===== src/rtl/input_reader_if.sv =====
// Bundle of the descriptor, host read request/completion, host data and output stream signals of input_reader.
// master is the input_reader side, slave is the surrounding system side.
interface input_reader_if #(
  parameter int VADDR_BITS = 48,
  parameter int LEN_BITS   = 28,
  parameter int DATA_WIDTH = 512
);
  logic                      desc_valid;
  logic                      desc_ready;
  logic [VADDR_BITS-1:0]     desc_vaddr;
  logic [LEN_BITS-1:0]       desc_len;

  logic                      rd_req_valid;
  logic                      rd_req_ready;
  logic [VADDR_BITS-1:0]     rd_req_vaddr;
  logic [LEN_BITS-1:0]       rd_req_len;
  logic                      rd_req_last;
  logic                      rd_cmpl_valid;

  logic [DATA_WIDTH-1:0]     s_tdata;
  logic [DATA_WIDTH/8-1:0]   s_tkeep;
  logic                      s_tlast;
  logic                      s_tvalid;
  logic                      s_tready;

  logic [DATA_WIDTH-1:0]     m_tdata;
  logic [DATA_WIDTH/8-1:0]   m_tkeep;
  logic                      m_tlast;
  logic                      m_tvalid;
  logic                      m_tready;

  logic                      done_valid;
  logic [LEN_BITS-1:0]       done_len;

  modport master (
    input  desc_valid, desc_vaddr, desc_len,
    output desc_ready,
    output rd_req_valid, rd_req_vaddr, rd_req_len, rd_req_last,
    input  rd_req_ready, rd_cmpl_valid,
    input  s_tdata, s_tkeep, s_tlast, s_tvalid,
    output s_tready,
    output m_tdata, m_tkeep, m_tlast, m_tvalid,
    input  m_tready,
    output done_valid, done_len
  );

  modport slave (
    output desc_valid, desc_vaddr, desc_len,
    input  desc_ready,
    input  rd_req_valid, rd_req_vaddr, rd_req_len, rd_req_last,
    output rd_req_ready, rd_cmpl_valid,
    output s_tdata, s_tkeep, s_tlast, s_tvalid,
    input  s_tready,
    input  m_tdata, m_tkeep, m_tlast, m_tvalid,
    output m_tready,
    input  done_valid, done_len
  );
endinterface


===== src/rtl/input_reader.sv =====
// Splits one host buffer descriptor into bounded read requests, tracks completions and forwards the data stream.
// Define INPUT_READER_STATS_EN to add the stat_bytes / stat_stall_cycles counters.
module input_reader #(
  parameter int TRANSFER_SIZE_BYTES = 65536,
  parameter int MAX_OUTSTANDING     = 4,
  parameter int DATA_WIDTH          = 512,
  parameter int VADDR_BITS          = 48
) (
  input  logic                aclk,
  input  logic                aresetn,
`ifdef INPUT_READER_STATS_EN
  output logic [63:0]         stat_bytes,
  output logic [31:0]         stat_stall_cycles,
`endif
  input_reader_if.master      bus
);

  localparam int LEN_BITS   = 28;
  localparam int XFER_SHIFT = $clog2(TRANSFER_SIZE_BYTES);
  localparam int OUT_BITS   = $clog2(MAX_OUTSTANDING + 1);
  localparam logic [LEN_BITS-1:0]   XFER_LEN    = LEN_BITS'(TRANSFER_SIZE_BYTES);
  localparam logic [LEN_BITS-1:0]   XFER_MASK   = LEN_BITS'(TRANSFER_SIZE_BYTES - 1);
  localparam logic [VADDR_BITS-1:0] XFER_STRIDE = VADDR_BITS'(TRANSFER_SIZE_BYTES);
  localparam logic [OUT_BITS-1:0]   OUT_LIMIT   = OUT_BITS'(MAX_OUTSTANDING);
  localparam logic [LEN_BITS-1:0]   ONE         = LEN_BITS'(1);

  typedef enum logic [1:0] {IDLE, ISSUE, DRAIN} state_t;

  state_t                state;
  logic                  desc_ready_r;
  logic                  rd_req_valid_r;
  logic [VADDR_BITS-1:0] rd_req_vaddr_r;
  logic [LEN_BITS-1:0]   rd_req_len_r;
  logic                  rd_req_last_r;
  logic                  done_valid_r;
  logic [LEN_BITS-1:0]   done_len_r;

  logic [LEN_BITS-1:0]   buf_len;
  logic [LEN_BITS-1:0]   total_req;
  logic [LEN_BITS-1:0]   tail_len;
  logic [LEN_BITS-1:0]   req_idx;
  logic [LEN_BITS-1:0]   seg_cnt;
  logic [OUT_BITS-1:0]   outstanding;
  logic [OUT_BITS-1:0]   outstanding_nxt;
  logic                  data_done;
  logic                  data_done_nxt;

  logic                  desc_fire;
  logic                  req_fire;
  logic                  cmpl_hit;
  logic                  beat_last;
  logic                  final_seg;
  logic                  next_is_last;
  logic [LEN_BITS-1:0]   desc_total;
  logic [LEN_BITS-1:0]   desc_tail;

  // Request count is a ceiling shift; the tail is whatever the full-size requests leave over.
  assign desc_total = (bus.desc_len >> XFER_SHIFT) + LEN_BITS'(|(bus.desc_len & XFER_MASK));
  assign desc_tail  = bus.desc_len - ((desc_total - ONE) << XFER_SHIFT);

  assign desc_fire    = bus.desc_valid & desc_ready_r;
  assign req_fire     = rd_req_valid_r & bus.rd_req_ready;
  assign cmpl_hit     = bus.rd_cmpl_valid & (outstanding != '0);
  assign final_seg    = (state != IDLE) & (seg_cnt == total_req - ONE);
  assign beat_last    = bus.s_tvalid & bus.s_tready & bus.s_tlast & (state != IDLE);
  assign next_is_last = (req_idx + ONE) == (total_req - ONE);

  // A completion with nothing in flight is dropped so a reset mid-buffer cannot underflow the counter.
  always_comb begin
    outstanding_nxt = outstanding;
    if (req_fire && !cmpl_hit) begin
      outstanding_nxt = outstanding + OUT_BITS'(1);
    end else if (!req_fire && cmpl_hit) begin
      outstanding_nxt = outstanding - OUT_BITS'(1);
    end
  end

  assign data_done_nxt = data_done | (beat_last & final_seg);

  always_ff @(posedge aclk or negedge aresetn) begin
    if (!aresetn) begin
      state          <= IDLE;
      desc_ready_r   <= 1'b0;
      rd_req_valid_r <= 1'b0;
      rd_req_vaddr_r <= '0;
      rd_req_len_r   <= '0;
      rd_req_last_r  <= 1'b0;
      done_valid_r   <= 1'b0;
      done_len_r     <= '0;
      buf_len        <= '0;
      total_req      <= '0;
      tail_len       <= '0;
      req_idx        <= '0;
      seg_cnt        <= '0;
      outstanding    <= '0;
      data_done      <= 1'b0;
    end else begin
      done_valid_r <= 1'b0;
      outstanding  <= outstanding_nxt;
      if (state != IDLE) begin
        data_done <= data_done_nxt;
        if (beat_last) begin
          seg_cnt <= seg_cnt + ONE;
        end
      end
      case (state)
        IDLE: begin
          desc_ready_r <= !desc_fire;
          if (desc_fire) begin
            buf_len   <= bus.desc_len;
            total_req <= desc_total;
            tail_len  <= desc_tail;
            req_idx   <= '0;
            seg_cnt   <= '0;
            data_done <= 1'b0;
            if (bus.desc_len == '0) begin
              done_valid_r <= 1'b1;
              done_len_r   <= '0;
            end else begin
              state          <= ISSUE;
              rd_req_valid_r <= 1'b1;
              rd_req_vaddr_r <= bus.desc_vaddr;
              rd_req_last_r  <= (desc_total == ONE);
              rd_req_len_r   <= (desc_total == ONE) ? desc_tail : XFER_LEN;
            end
          end
        end
        ISSUE: begin
          if (req_fire) begin
            if (rd_req_last_r) begin
              rd_req_valid_r <= 1'b0;
              state          <= DRAIN;
            end else begin
              rd_req_valid_r <= (outstanding_nxt < OUT_LIMIT);
              req_idx        <= req_idx + ONE;
              rd_req_vaddr_r <= rd_req_vaddr_r + XFER_STRIDE;
              rd_req_last_r  <= next_is_last;
              rd_req_len_r   <= next_is_last ? tail_len : XFER_LEN;
            end
          end else if (!rd_req_valid_r) begin
            rd_req_valid_r <= (outstanding_nxt < OUT_LIMIT);
          end
        end
        DRAIN: begin
          if ((outstanding_nxt == '0) && data_done_nxt) begin
            done_valid_r <= 1'b1;
            done_len_r   <= buf_len;
            state        <= IDLE;
          end
        end
        default: state <= IDLE;
      endcase
    end
  end

  assign bus.desc_ready   = desc_ready_r;
  assign bus.rd_req_valid = rd_req_valid_r;
  assign bus.rd_req_vaddr = rd_req_vaddr_r;
  assign bus.rd_req_len   = rd_req_len_r;
  assign bus.rd_req_last  = rd_req_last_r;
  assign bus.done_valid   = done_valid_r;
  assign bus.done_len     = done_len_r;

  // Data is a pure pass-through; only tlast is filtered down to the buffer's final beat.
  assign bus.m_tdata  = bus.s_tdata;
  assign bus.m_tkeep  = bus.s_tkeep;
  assign bus.m_tvalid = bus.s_tvalid;
  assign bus.m_tlast  = bus.s_tlast & final_seg;
  assign bus.s_tready = bus.m_tready;

`ifdef INPUT_READER_STATS_EN
  logic [64:0] bytes_sum;
  assign bytes_sum = {1'b0, stat_bytes} + 65'(done_len_r);

  // Both counters saturate instead of wrapping.
  always_ff @(posedge aclk or negedge aresetn) begin
    if (!aresetn) begin
      stat_bytes        <= '0;
      stat_stall_cycles <= '0;
    end else begin
      if (done_valid_r) begin
        stat_bytes <= bytes_sum[64] ? '1 : bytes_sum[63:0];
      end
      if (rd_req_valid_r && !bus.rd_req_ready && (stat_stall_cycles != '1)) begin
        stat_stall_cycles <= stat_stall_cycles + 32'd1;
      end
    end
  end
`endif

endmodule


===== src/flat_wrapper.sv =====
// flat-port wrapper written by rule: the top's interface ports become plain ports
module input_reader_flat 
#(
  parameter int TRANSFER_SIZE_BYTES = 65536,
  parameter int MAX_OUTSTANDING     = 4,
  parameter int DATA_WIDTH          = 512,
  parameter int VADDR_BITS          = 48
)
  (aclk, aresetn, bus_desc_valid, bus_desc_vaddr, bus_desc_len, bus_desc_ready, bus_rd_req_valid, bus_rd_req_vaddr, bus_rd_req_len, bus_rd_req_last, bus_rd_req_ready, bus_rd_cmpl_valid, bus_s_tdata, bus_s_tkeep, bus_s_tlast, bus_s_tvalid, bus_s_tready, bus_m_tdata, bus_m_tkeep, bus_m_tlast, bus_m_tvalid, bus_m_tready, bus_done_valid, bus_done_len);
  input_reader_if #(.VADDR_BITS(VADDR_BITS), .LEN_BITS((28)), .DATA_WIDTH(DATA_WIDTH)) bus_i ();
  input  logic aclk;
  input  logic aresetn;
  input wire logic [$bits(bus_i.desc_valid)-1:0] bus_desc_valid;
  input wire logic [$bits(bus_i.desc_vaddr)-1:0] bus_desc_vaddr;
  input wire logic [$bits(bus_i.desc_len)-1:0] bus_desc_len;
  output wire logic [$bits(bus_i.desc_ready)-1:0] bus_desc_ready;
  output wire logic [$bits(bus_i.rd_req_valid)-1:0] bus_rd_req_valid;
  output wire logic [$bits(bus_i.rd_req_vaddr)-1:0] bus_rd_req_vaddr;
  output wire logic [$bits(bus_i.rd_req_len)-1:0] bus_rd_req_len;
  output wire logic [$bits(bus_i.rd_req_last)-1:0] bus_rd_req_last;
  input wire logic [$bits(bus_i.rd_req_ready)-1:0] bus_rd_req_ready;
  input wire logic [$bits(bus_i.rd_cmpl_valid)-1:0] bus_rd_cmpl_valid;
  input wire logic [$bits(bus_i.s_tdata)-1:0] bus_s_tdata;
  input wire logic [$bits(bus_i.s_tkeep)-1:0] bus_s_tkeep;
  input wire logic [$bits(bus_i.s_tlast)-1:0] bus_s_tlast;
  input wire logic [$bits(bus_i.s_tvalid)-1:0] bus_s_tvalid;
  output wire logic [$bits(bus_i.s_tready)-1:0] bus_s_tready;
  output wire logic [$bits(bus_i.m_tdata)-1:0] bus_m_tdata;
  output wire logic [$bits(bus_i.m_tkeep)-1:0] bus_m_tkeep;
  output wire logic [$bits(bus_i.m_tlast)-1:0] bus_m_tlast;
  output wire logic [$bits(bus_i.m_tvalid)-1:0] bus_m_tvalid;
  input wire logic [$bits(bus_i.m_tready)-1:0] bus_m_tready;
  output wire logic [$bits(bus_i.done_valid)-1:0] bus_done_valid;
  output wire logic [$bits(bus_i.done_len)-1:0] bus_done_len;
  assign bus_i.desc_valid = bus_desc_valid;
  assign bus_i.desc_vaddr = bus_desc_vaddr;
  assign bus_i.desc_len = bus_desc_len;
  assign bus_desc_ready = bus_i.desc_ready;
  assign bus_rd_req_valid = bus_i.rd_req_valid;
  assign bus_rd_req_vaddr = bus_i.rd_req_vaddr;
  assign bus_rd_req_len = bus_i.rd_req_len;
  assign bus_rd_req_last = bus_i.rd_req_last;
  assign bus_i.rd_req_ready = bus_rd_req_ready;
  assign bus_i.rd_cmpl_valid = bus_rd_cmpl_valid;
  assign bus_i.s_tdata = bus_s_tdata;
  assign bus_i.s_tkeep = bus_s_tkeep;
  assign bus_i.s_tlast = bus_s_tlast;
  assign bus_i.s_tvalid = bus_s_tvalid;
  assign bus_s_tready = bus_i.s_tready;
  assign bus_m_tdata = bus_i.m_tdata;
  assign bus_m_tkeep = bus_i.m_tkeep;
  assign bus_m_tlast = bus_i.m_tlast;
  assign bus_m_tvalid = bus_i.m_tvalid;
  assign bus_i.m_tready = bus_m_tready;
  assign bus_done_valid = bus_i.done_valid;
  assign bus_done_len = bus_i.done_len;
  input_reader #(.TRANSFER_SIZE_BYTES(TRANSFER_SIZE_BYTES), .MAX_OUTSTANDING(MAX_OUTSTANDING), .DATA_WIDTH(DATA_WIDTH), .VADDR_BITS(VADDR_BITS)) u_core (.aclk(aclk), .aresetn(aresetn), .bus(bus_i));
endmodule

===== config.mk =====
export PLATFORM = sky130hd
export DESIGN_NAME = input_reader_flat
export DESIGN_NICKNAME = d
export VERILOG_FILES = /design/src/rtl/input_reader_if.sv /design/src/rtl/input_reader.sv /design/src/flat_wrapper.sv
export SDC_FILE = /design/constraint.sdc
export NUM_CORES = 1
export LEC_CHECK = 0
export ABC_AREA = 1
export CAP_MARGIN = 20
export CORE_AREA = 5 5 525 527
export DETAILED_ROUTE_END_ITERATION = 7
export DIE_AREA = 0 0 530 532
export HOLD_SLACK_MARGIN = 0.08
export PLACE_DENSITY = 0.3
export SYNTH_ARGS = -nofsm -noshare
export SYNTH_HDL_FRONTEND = slang
export SYNTH_SLANG_ARGS = --single-unit

===== constraint.sdc =====
create_clock -name aclk -period 3.7 [get_ports aclk]
set_input_delay 0.555 -clock aclk [delete_from_list [all_inputs] [get_ports aclk]]
set_output_delay 0.555 -clock aclk [all_outputs]
set_load 0.05 [all_outputs]

==> metrics, run 1 <==
Worst Hold Slack=355.5 ps; worst-case setup margin in the final layout=~200 ps; core region area=around 270,000 um2; Final Slew Violations=0; pin count of the biggest net entering global routing=64; status=finished clean; starting density of the core=under 10%; area fraction of the dominant cell type after synthesis=between 30 and 40%; DRC=0; PortBufs=194; share of the cycle needed by the critical path after routing=94.54%; endpoint class of the critical path=register; synthesized instance count=between 2k and 2.5k; Post-Route Utilization=under 10%; areal power density over the cells=between 600 and 700 nW/um2; post-synthesis cell type with the largest combined area=sky130_fd_sc_hd__dfrtp_1; final-layout fill cell count=~32k; first-pass GRT wire length=around 160 mm; max_cap viols=0; combined global-route utilization of all metal layers=8.777%; row cnt=between 150 and 200; synthesized area per cell=between 7 and 8 um2; final sum of negative setup slack=0 ps; final number of setup-violating endpoints=0; synth warn=0; Antenna Violating Nets Remaining=0; maximum buffer depth of the clock tree=3; Die ar.=282,000 um2; horizontal die dimension=about 530 um; most common library cell in the layout ignoring fill and taps=sky130_fd_sc_hd__nand2_1; vertical extent of the die=between 500 and 600 um; growth of design area from synthesis to finish=26.25%; Post-Synthesis Net Count=a little over 3k; Worst-path clk slew=approximately 60 ps; detailed-routing iteration count for the pre-antenna-repair pass=5; path depth of the worst reg2reg path=13; measured slew at the worst slew-check pin=between 800 and 900 ps; Arrival @ worst endpoint=4040 ps; met1 track demand over resource=6.585%; routed wire length=130.4 mm; GRT busiest layer=met2; initial antenna violation count=6; kind of launch point of the worst setup path=input pin; maximum level of the CTS H-tree=2; distinct cell type count after synthesis=just under 50; overall via count from detail_route=around 15k; Post-Place Setup Slack=-863.7 ps; min-delay worst type=in -> reg; final RePlAce weighted congestion=~0.76; IR Drop Worst-Case VDD=just under 0.0005 V; Achievable Freq=approximately 290 MHz; count of endpoints failing hold in the final timing report=0; CTS Root Buffer Type=sky130_fd_sc_hd__clkbuf_16; standby leakage power=around 9 nW; maximum fanout along the worst path=5; I/O pin count=1,347; total power consumption of the routed design=~0.015 W; Post-layout nets=2,866; register bit count reported by yosys=between 200 and 250; post-synthesis sequential area ratio=a little under a third; delay of the slowest critical-path stage=330 ps; GR Util met2=13.65%; count of cells along the worst hold path=4; post-synthesis instance area=17,940 um2; met3 Use GR=9.607%; number of global-route vias before repair=roughly 15k; TritonCTS clock tree=built; Min Clock Period, post-route=~3500 ps; DRC marker count from the first detailed-route iteration=roughly 640; Clock Sinks=223; WS Path Type=in -> reg; worst clock skew=around 45 ps; most frequent cells in the layout=477 x sky130_fd_sc_hd__nand2_1, 223 x sky130_fd_sc_hd__dfrtp_1, 184 x sky130_fd_sc_hd__inv_1; most prevalent standard cell on the critical path=sky130_fd_sc_hd__buf_6; data required time of the worst path=4240 ps; Detail Placement HPWL=between 100 and 150 mm; Slowest-stage cell, CP=sky130_fd_sc_hd__ha_1; headroom to the max-slew limit=between 40% and 50%; number of buffers inserted during clock tree synthesis=34; share of layout cells above drive strength 1=17.88%; Vias/cell=2.558; overflow left after global routing=0; Routed WL per cell=roughly 23 um; Clock Latency Late Sink=around 600 ps; top cells by area in the synthesized netlist=sky130_fd_sc_hd__dfrtp_1 31%, sky130_fd_sc_hd__buf_4 24%, sky130_fd_sc_hd__nand2_1 10%
[registers in the layout (all words and copies together) (netlist names)]
register                 cells
u_core.req_idx              28
u_core.outstanding           3
u_core.bus.rd_req_valid      1
u_core.total_req            13
u_core.bus.rd_req_last       1
u_core.data_done             1
u_core.state                 2
u_core.seg_cnt              28
u_core.bus.done_len         28
u_core.bus.done_valid        1
u_core.bus.rd_req_vaddr     48
u_core.bus.rd_req_len       28
u_core.buf_len              12
u_core.tail_len             28
u_core.bus.desc_ready        1
[per-layer routing]
metal,wire length (um),vias to the layer above
met1,34100,6676
met3,31140,334
met2,57280,1021
li1,-,6746
met4,7510,10
met5,389,-
[where the power goes]
part           total, W  internal (W)  switching [W]
registers       0.00408       0.00326       0.000825
logic           0.00764       0.00257        0.00507
clock network   0.00343       0.00197        0.00145
[logic make-up (layout without fill, tap and decap cells)]
| group | Yosys count | after routing | share of synthesized area [%] |
|---|---|---|---|
| AND/OR/NAND/NOR | 992 | 992 | 24.89 |
| buffers and inverters | 859 | 644 | 30.50 |
| AO/OA/AOI/OAI | 252 | 252 | 7.977 |
| flip-flops | 223 | 223 | 31.10 |
| XOR/XNOR | 58 | 58 | 2.831 |
| adder cells (fa/ha/maj) | 23 | 23 | 1.646 |
| multiplexers | 17 | 17 | 1.060 |
| other | 0 | 1 | 0 |
[cell usage after synthesis, drive strengths merged]
cell / count
xor2: 51
fa: 1
o21a: 3
a211oi: 3
a2bb2oi: 8
o31ai: 1
ha: 22
o211ai: 1
nor2: 196
nor3b: 1
or2: 22
and3: 2
and2: 3
a31oi: 2
o311ai: 1
o22ai: 36
clkbuf: 41
nand4: 99
nand3b: 2
a21boi: 21
o21ai: 142
xnor2: 7
clkinv: 4
mux2: 16
dfrtp: 223
a21o: 2
buf: 601
a21oi: 29
nor4: 5
mux2i: 1
a22oi: 3
nand2: 498
nand3: 133
inv: 213
nor3: 31
[critical path: cells and delay by family]
kind / cells / cell delay (ps)
AOI/OAI and AO/OA: 1 / 170
and+or+nand+nor: 11 / 1400
xor gates and xnor gates: 2 / 280
adders and majority gates: 3 / 640
buffers and inverters: 9 / 980
[per-stage QoR]
stage,std cells,area [um2]
after detailed placement,5690,21020
after global routing,5780,22650
after CTS,5762,22320
after floorplan,2424,17990
final,5780,22650
after global placement,5690,21020
[area by class of cell]
type	instances	area, um2	share of cell area (%)
flip-flops and latches	223	5580	24.63
repair buffers	365	3461	15.28
clock buffers	45	982.2	4.336
diodes	1	2.502	0.01105
multi-input cells	1342	7176	31.68
inverters	217	818.3	3.612
well taps	3570	4467	19.72
clock inverters	17	166.4	0.7346
[final timing paths]
path                                     startpoint                     endpoint  slack (ps)
worst max-delay path                bus_desc_len[3]    u_core.bus.rd_req_len[27]         200
worst min-delay path               bus_desc_len[11]          u_core.tail_len[11]         360
worst max register to register  u_core.total_req[5]     u_core.bus.rd_req_len[7]         800
worst min register to register  u_core.tail_len[16]          u_core.tail_len[16]         470
max in group asynchronous                   aresetn            u_core.req_idx[4]        2310
min in group asynchronous                   aresetn  u_core.bus.rd_req_vaddr[19]         500
[what timing repair did]
item | 4_1_cts | 5_1_grt
hold buffers | 1 | 0
endpoints found under the setup margin | 12 | 36
setup buffers | 9 | 17
pin swaps | 16 | 35
resized for setup | 16 | 73
endpoints found under the hold margin | 60 | 0
No activity file was read; power rests on OpenSTA's default activity.
==> inputs of run 2 (changes only) <==
--- a/config.mk
+++ b/config.mk
@@ -6,7 +6,7 @@
 export NUM_CORES = 1
 export LEC_CHECK = 0
 export ABC_AREA = 1
-export CAP_MARGIN = 20
+export CAP_MARGIN = 5
 export CORE_AREA = 5 5 525 527
 export DETAILED_ROUTE_END_ITERATION = 7
 export DIE_AREA = 0 0 530 532
@@ -15,3 +15,4 @@
 export SYNTH_ARGS = -nofsm -noshare
 export SYNTH_HDL_FRONTEND = slang
 export SYNTH_SLANG_ARGS = --single-unit
+export TNS_END_PERCENT = 100
==> results of run 2 <==
No change in the layout: final DEF, timing and power equal those of run 1.
